$ cat src/rtl/req_arbiter_8_if.sv
// Handshake bundle between eight requesters and the shared-resource arbiter.
// master = requester side, slave = arbiter side.
interface req_arbiter_8_if;
  logic [7:0] req;
  logic       done;
  logic [7:0] gnt;
  logic [2:0] gnt_id;
  logic       gnt_vld;
  logic       timeout;

  modport master (output req, done, input gnt, gnt_id, gnt_vld, timeout);
  modport slave  (input req, done, output gnt, gnt_id, gnt_vld, timeout);
endinterface

$ cat src/rtl/req_arbiter_8.sv
// Eight-requester arbiter with registered one-hot grant, explicit release and hold watchdog.
// Define REQ_ARB_RR_EN for round-robin selection; default build is fixed priority (index 0 highest).
module req_arbiter_8 #(
  parameter int MAX_HOLD = 16,
  parameter int CNT_W    = 8
) (
  input  logic          clk,
  input  logic          rst_n,
  req_arbiter_8_if.slave bus
);

  typedef enum logic {IDLE, GRANT} state_t;

  state_t           state_q;
  logic [7:0]       gnt_q, mask_q, mask_d, elig;
  logic [2:0]       gnt_id_q, win;
  logic             vld_q, timeout_q;
  logic [CNT_W-1:0] hold_cnt_q;
  logic             hit_lim, own_req, release_c, wdog_c;

  assign elig = bus.req & ~mask_q;

`ifdef REQ_ARB_RR_EN
  logic [2:0] lp_q;

  // Search upward from lp+1; descending scan so the nearest index is written last.
  always_comb begin
    logic [2:0] idx;
    win = '0;
    idx = '0;
    for (int k = 7; k >= 0; k--) begin
      idx = lp_q + 3'd1 + k[2:0];
      if (elig[idx]) win = idx;
    end
  end

  always_ff @(posedge clk or negedge rst_n)
    if (!rst_n)                          lp_q <= 3'd7;
    else if (state_q == IDLE && |elig)   lp_q <= win;
`else
  always_comb begin
    win = '0;
    for (int i = 7; i >= 0; i--)
      if (elig[i]) win = 3'(i);
  end
`endif

  assign hit_lim   = (MAX_HOLD != 0) && (hold_cnt_q == CNT_W'(MAX_HOLD - 1));
  assign own_req   = bus.req[gnt_id_q];
  assign release_c = bus.done || !own_req || hit_lim;
  // Watchdog only counts as a revoke when the grantee neither finished nor walked away.
  assign wdog_c    = (state_q == GRANT) && hit_lim && !bus.done && own_req;

  // A masked requester must drop req for one edge before it can compete again.
  always_comb begin
    mask_d = mask_q & bus.req;
    if (wdog_c) mask_d[gnt_id_q] = 1'b1;
  end

  always_ff @(posedge clk or negedge rst_n) begin
    if (!rst_n) begin
      state_q    <= IDLE;
      gnt_q      <= '0;
      gnt_id_q   <= '0;
      vld_q      <= 1'b0;
      timeout_q  <= 1'b0;
      hold_cnt_q <= '0;
      mask_q     <= '0;
    end else begin
      mask_q    <= mask_d;
      timeout_q <= wdog_c;
      case (state_q)
        IDLE: begin
          if (|elig) begin
            state_q    <= GRANT;
            gnt_q      <= 8'(1) << win;
            gnt_id_q   <= win;
            vld_q      <= 1'b1;
            hold_cnt_q <= '0;
          end
        end
        GRANT: begin
          if (release_c) begin
            state_q    <= IDLE;
            gnt_q      <= '0;
            gnt_id_q   <= '0;
            vld_q      <= 1'b0;
            hold_cnt_q <= '0;
          end else if (hold_cnt_q != '1) begin
            hold_cnt_q <= hold_cnt_q + 1'b1;
          end
        end
        default: state_q <= IDLE;
      endcase
    end
  end

  assign bus.gnt     = gnt_q;
  assign bus.gnt_id  = gnt_id_q;
  assign bus.gnt_vld = vld_q;
  assign bus.timeout = timeout_q;

endmodule

$ cat src/flat_wrapper.sv
// flat-port wrapper written by rule: the top's interface ports become plain ports
module req_arbiter_8_flat 
#(
  parameter int MAX_HOLD = 16,
  parameter int CNT_W    = 8
)
  (clk, rst_n, bus_req, bus_done, bus_gnt, bus_gnt_id, bus_gnt_vld, bus_timeout);
  req_arbiter_8_if bus_i ();
  input  logic clk;
  input  logic rst_n;
  input wire logic [$bits(bus_i.req)-1:0] bus_req;
  input wire logic [$bits(bus_i.done)-1:0] bus_done;
  output wire logic [$bits(bus_i.gnt)-1:0] bus_gnt;
  output wire logic [$bits(bus_i.gnt_id)-1:0] bus_gnt_id;
  output wire logic [$bits(bus_i.gnt_vld)-1:0] bus_gnt_vld;
  output wire logic [$bits(bus_i.timeout)-1:0] bus_timeout;
  assign bus_i.req = bus_req;
  assign bus_i.done = bus_done;
  assign bus_gnt = bus_i.gnt;
  assign bus_gnt_id = bus_i.gnt_id;
  assign bus_gnt_vld = bus_i.gnt_vld;
  assign bus_timeout = bus_i.timeout;
  req_arbiter_8 #(.MAX_HOLD(MAX_HOLD), .CNT_W(CNT_W)) u_core (.clk(clk), .rst_n(rst_n), .bus(bus_i));
endmodule
$ cat config.mk
export PLATFORM = sky130hd
export DESIGN_NAME = req_arbiter_8_flat
export DESIGN_NICKNAME = d
export VERILOG_FILES = /design/src/rtl/req_arbiter_8_if.sv /design/src/rtl/req_arbiter_8.sv /design/src/flat_wrapper.sv
export SDC_FILE = /design/constraint.sdc
export NUM_CORES = 1
export LEC_CHECK = 0
export BUFFER_PORTS_ARGS = -buffer_cell sky130_fd_sc_hd__buf_4
export CORE_ASPECT_RATIO = 0.5
export CORE_MARGIN = 2
export CORE_UTILIZATION = 50
export DETAILED_ROUTE_END_ITERATION = 12
export PLACE_DENSITY = 0.71
export SLEW_MARGIN = 10
export SYNTH_ARGS = -nofsm -noshare
export SYNTH_HDL_FRONTEND = slang
export SYNTH_SLANG_ARGS = --single-unit
$ cat constraint.sdc
create_clock -name clk -period 2.8 [get_ports clk]
set_input_delay 0.42 -clock clk [delete_from_list [all_inputs] [get_ports clk]]
set_output_delay 0.42 -clock clk [all_outputs]
set_load 0.005 [all_outputs]
Yosys cells after proc, flatten, opt, wreduce, memory -nomap -nowiden
Index checks and enable logic that the tools add are counted.

Bits in registers: 30. Output and inout bits: 13.

Reductions and logical operators: 11. Add/subtract/negate cells: 1. Equality and inequality tests: 5. Shift operators: 1. Bitwise logic cells: 5. Order comparisons: 2. Mux-type cells: 29.

Operators by type and width (number): $mux W8 (6); $pmux W8 S2 (2); $mux W3 (10); $and A8 B8 Y8 (2); $add A8 B1 Y8 const B (1); $eq A8 B4 Y1 const B (1); $ne A8 B8 Y1 const B (1); $not A8 Y8 (1); $or A8 B8 Y8 (1); $reduce_or A8 Y1 (1); $shl A1 B3 Y8 const A (1); $mux W1 (6); $pmux W3 S2 (1); $logic_and A1 B1 Y1 (4); $lt A3 B4 Y1 const B (1); $pmux W1 S2 (2); $reduce_and A2 Y1 (2); $bmux W1 S3 (1); $demux W1 S3 (1); $ge A3 B1 Y1 const B (1); $ne A3 B3 Y1 const B (1); $logic_not A1 Y1 (2); $logic_or A1 B1 Y1 (2); $ne A2 B1 Y1 const B (1); other kinds (2) (2).

Longest topological paths before layout
Depth after elaboration: 13. Depth in mapped cells: 7. Mapped depth without buffers: 6.

Worst setup path after synthesis
No wires, ideal clock.

Kind: register -> register. Start: register u_core.gnt_id_q[0] (netlist: u_core.bus.gnt_id[0]). End: register u_core.hold_cnt_q[3]. Slack: 706 ps. Stages on the path, launching flop included: 8. Arrival time: 2017 ps. Clock period less this slack: 2094 ps. Buffers on the path: 2. Library setup time: 76 ps. Cells stage by stage: dfrtp_1 buf_6 mux2i_1 mux4_2 or2_0 buf_2 or4_1 o21ai_1.

Word-level cells in the longest chain between the ends: 7.

Ends and longest elaborated chain: start, declared (line req_arbiter_8.sv:16) `logic [2:0] gnt_id_q, win;`; start signal, assigned (line req_arbiter_8.sv:77) `gnt_id_q <= win;`; $bmux W1 S3 * (line req_arbiter_8.sv:49) `assign own_req = bus.req[gnt_id_q];`; $mux W1 (implied by the code) * (line req_arbiter_8.sv:49); $logic_not A1 Y1 * (line req_arbiter_8.sv:50) `assign release_c = bus.done || !own_req || hit_lim;`; $logic_or A1 B1 Y1 * (2 in series) (line req_arbiter_8.sv:50); $mux W8 / $ne A3 B3 Y1 (equally long branches); $pmux W8 S2 / $reduce_and A2 Y1 (equally long branches); end signal, assigned (line req_arbiter_8.sv:90) `hold_cnt_q <= hold_cnt_q + 1'b1;`; end, declared (line req_arbiter_8.sv:18) `logic [CNT_W-1:0] hold_cnt_q;`.

Every way passes the cells marked *; elsewhere a longest branch is shown, timed or not. The select of a mux whose other input is x is not followed. A chain may end at the register's enable or synchronous reset.

Worst setup path in the final report
Start: register u_core.gnt_id_q[0] (netlist: u_core.bus.gnt_id[0]). End: register u_core.gnt_id_q[0] (netlist: u_core.bus.gnt_id[0]).

Word-level cells in the longest chain between the ends: 7.

Ends and longest elaborated chain (line): $bmux W1 S3 (req_arbiter_8.sv:49); $mux W1 (implied by the code) (req_arbiter_8.sv:49); $logic_not A1 Y1 (req_arbiter_8.sv:50); $logic_or A1 B1 Y1 (2 in series) (req_arbiter_8.sv:50); $ne A2 B2 Y1 (no source line); $reduce_and A2 Y1 (no source line).

Every way passes these cells. The select of a mux whose other input is x is not followed.

==> flow_summary_export.csv <==
group,metric,value,unit
critical_path,worstPathBufferInverterCount,0,
layout,finish.utilization,0.614,
timing,finalCriticalPeriod,2.27,ns
drt,ant_nets,0,
synth,synth_commonest_cells,"dfrtp_1, nand2_1",
timing,drv_slew,0,
synth,synth_cell_type_count,43,
critical_path,critical_path.top_delay_family,"multiplexers",
pwr,p_leak,0.847,nW
pwr,p_total,1.07,mW
grt,grt.total_usage,0.214,
synth,syn_area,1600,um2
critical_path,cp-end-kind,"flop",
cts,clk_latency,0.28,ns
synth,ys_warn_count,0,
critical_path,critPathRequiredTime,3.02,ns
die,row_count,14,
placement,gp_congestion,0.897,
critical_path,worstPathArrival,2.49,ns
synth,netlist_instances,160,
synth,syn_area_per_cell,10.0,um2
grt,antenna_found_initial,0,
die,die_h,44.0,um
cts,cts_tree,"built",
layout,drive_gt1_frac,0.211,
cts,cts_root_buf,"clkbuf_8",
synth,yosysMostFrequentCell,"dfrtp_1",
timing,finClkSkew,0.00262,ns
synth,synthTopCellsByArea,"dfrtp_1, a22o_1, nand2_1",
die,die_area,3700,um2
critical_path,path_max_fanout,11,
cts,cts_buffer_depth,2,
flow_run,maxCapViolCount,0,
placement,hpwl,2670,um
synth,synthFlopType,"dfrtp_1",
synth,synth_top_area_share,0.469,
critical_path,path_cells,"mux2i_1 -> mux4_2 -> or2_0 -> o21ai_2 -> a22o_2",
timing,fmax,0.440,GHz
synth,synthesis.nets,172,
drt,dr.pass1.iters,4,
grt,grt_pass1_vias,1233,
grt,grt_pass1_wl,5910,um
layout,layout.nets,198,
die,core-area,3030,um2
layout,n_antenna_cell,0,
layout,filler_cell_count,265,
timing,worst_pin_slew,0.558,ns
synth,seq_area_frac_synth,0.469,
drt,finalWirelength,3570,um
cts,post-cts-setup-buffers,0,
drt,vias_per_cell,5.84,
synth,synth_top_area_cell,"dfrtp_1",
timing,finalSetupViolCount,0,
cts,clock-sinks,30,
timing,maxSlewHeadroom,0.625,
cts,h-tree-depth,2,
cts,cts_made_buffers,5,
die,initial_utilization,0.528,
drt,drc,0,
drt,wl_per_cell,15.9,um
placement,io_buffers,23,
drt,drt_iter0_markers,81,
critical_path,critPathLaunchType,"flop",
timing,holdWs,0.0590,ns
die,die_w,84.0,um
cts,ctsHoldBuffers,0,
grt,grt_overflow_total,0,
cts,path_clk_slew,0.06,ns
critical_path,cp_slowest_stage_delay,0.58,ns
critical_path,critPathKind,"flop to flop",
timing,setup_tns,0,ns
pwr,p_per_area,577,nW/um2
synth,ys_seq_elements,30,
pwr,max-vdd-ir-drop,0.313,mV
timing,rsz0062_at_grt,"no",
critical_path,crit_slowest_cell,"dfrtp_1",
run_status,run_status,"complete, no violations",
synth,synth-edff-count,0,
timing,period_share,0.812,
timing,hold_viol_final,0,
layout,area_growth,16.3,%
hold_path,hp-class,"input port to async pin",
drt,vias,1314,
die,num_io_pins,24,
synth,async_reset_ff_frac,1.00,
cts,cts_resized,0,
grt,grt_max_degree,31,
cells in the final DEF, fill, tap and decap left out, types with 2 or more instances in the layout:
| master | synthesis | routed |
|---|---|---|
| nor2_1 | 9 | 9 |
| buf_4 | 0 | 25 |
| a21o_1 | 2 | 2 |
| nor2b_1 | 9 | 9 |
| dfrtp_1 | 30 | 30 |
| nand2_1 | 15 | 15 |
| nand2b_1 | 9 | 9 |
| nor4b_1 | 2 | 2 |
| nand4_1 | 3 | 3 |
| and4_1 | 2 | 2 |
| o31ai_1 | 6 | 6 |
| a32o_1 | 2 | 2 |
| inv_1 | 3 | 3 |
| o21ai_0 | 9 | 9 |
| nor3_1 | 6 | 6 |
| or3_1 | 2 | 2 |
| a22o_1 | 7 | 7 |
| a21oi_1 | 7 | 7 |
| nand3_1 | 6 | 6 |
| nor4_1 | 2 | 2 |
| mux2i_1 | 4 | 4 |
| clkbuf_8 | 0 | 6 |
power by group:
group | switching [mW] | internal [mW] | total [mW]
clock | 0.146 | 0.189 | 0.335
sequential | 0.0491 | 0.470 | 0.519
combinational | 0.110 | 0.111 | 0.220
total | 0.305 | 0.769 | 1.07
area by class of cell:
type / count / area (um2) / area share
sequential: 30 / 751 / 0.403
tap: 40 / 50.0 / 0.0269
timing repair buffer: 25 / 188 / 0.101
clock buffer: 6 / 82.6 / 0.0444
inverter: 3 / 11.3 / 0.00605
multi-input combinational: 121 / 778 / 0.418
stage by stage:
step / worst slack (ns) / cell area [um2] / instances
3_3_place_gp: 0.601 / 1780 / 219
2_1_floorplan: 0.706 / 1600 / 160
3_5_place_dp: 0.535 / 1780 / 219
5_1_grt: 0.359 / 1860 / 225
6_report: 0.525 / 1860 / 225
4_1_cts: 0.514 / 1860 / 225
registers in the layout, indices dropped and copies added (netlist names):
register            flops
u_core.bus.gnt_id       3
u_core.bus.gnt_vld      1
u_core.bus.gnt          8
u_core.bus.timeout      1
u_core.state_q          1
u_core.mask_q           8
u_core.hold_cnt_q       8
layer usage:
layer / share of wire / GRT usage / wire (um) / up-vias
li1: - / - / - / 643
met1: 0.50 / 0.308 / 1770 / 637
met2: 0.45 / 0.328 / 1620 / 29
met3: 0.041 / 0.0514 / 146 / 5
met4: 0.0092 / 0.0613 / 33 / 0
met5: 0 / 0 / 0 / -
cell families after synthesis:
family | synth area share
compound gates | 0.207
simple gates | 0.232
mux | 0.0391
flops | 0.469
fa+ha+maj | 0.00782
buf+inv | 0.0446
worst paths after layout:
| path | start | endpoint | cells after the start | slack, ns |
|---|---|---|---|---|
| max | u_core.bus.gnt_id[0]$_DFFE_PN0P_ | u_core.bus.gnt_id[0]$_DFFE_PN0P_ | 5 | 0.53 |
| min | rst_n | u_core.mask_q[3]$_DFF_PN0_ | 1 | 0.06 |
| max reg2reg | u_core.bus.gnt_id[0]$_DFFE_PN0P_ | u_core.bus.gnt_id[0]$_DFFE_PN0P_ | 5 | 0.53 |
| min reg2reg | u_core.bus.gnt[6]$_DFFE_PN0P_ | u_core.bus.gnt[6]$_DFFE_PN0P_ | 1 | 0.49 |
| max in group asynchronous | rst_n | u_core.hold_cnt_q[4]$_DFFE_PN0P_ | 1 | 2.46 |
| min in group clk | bus_req[2] | u_core.mask_q[2]$_DFF_PN0_ | 3 | 0.36 |
(Power assumes the default switching activity.)
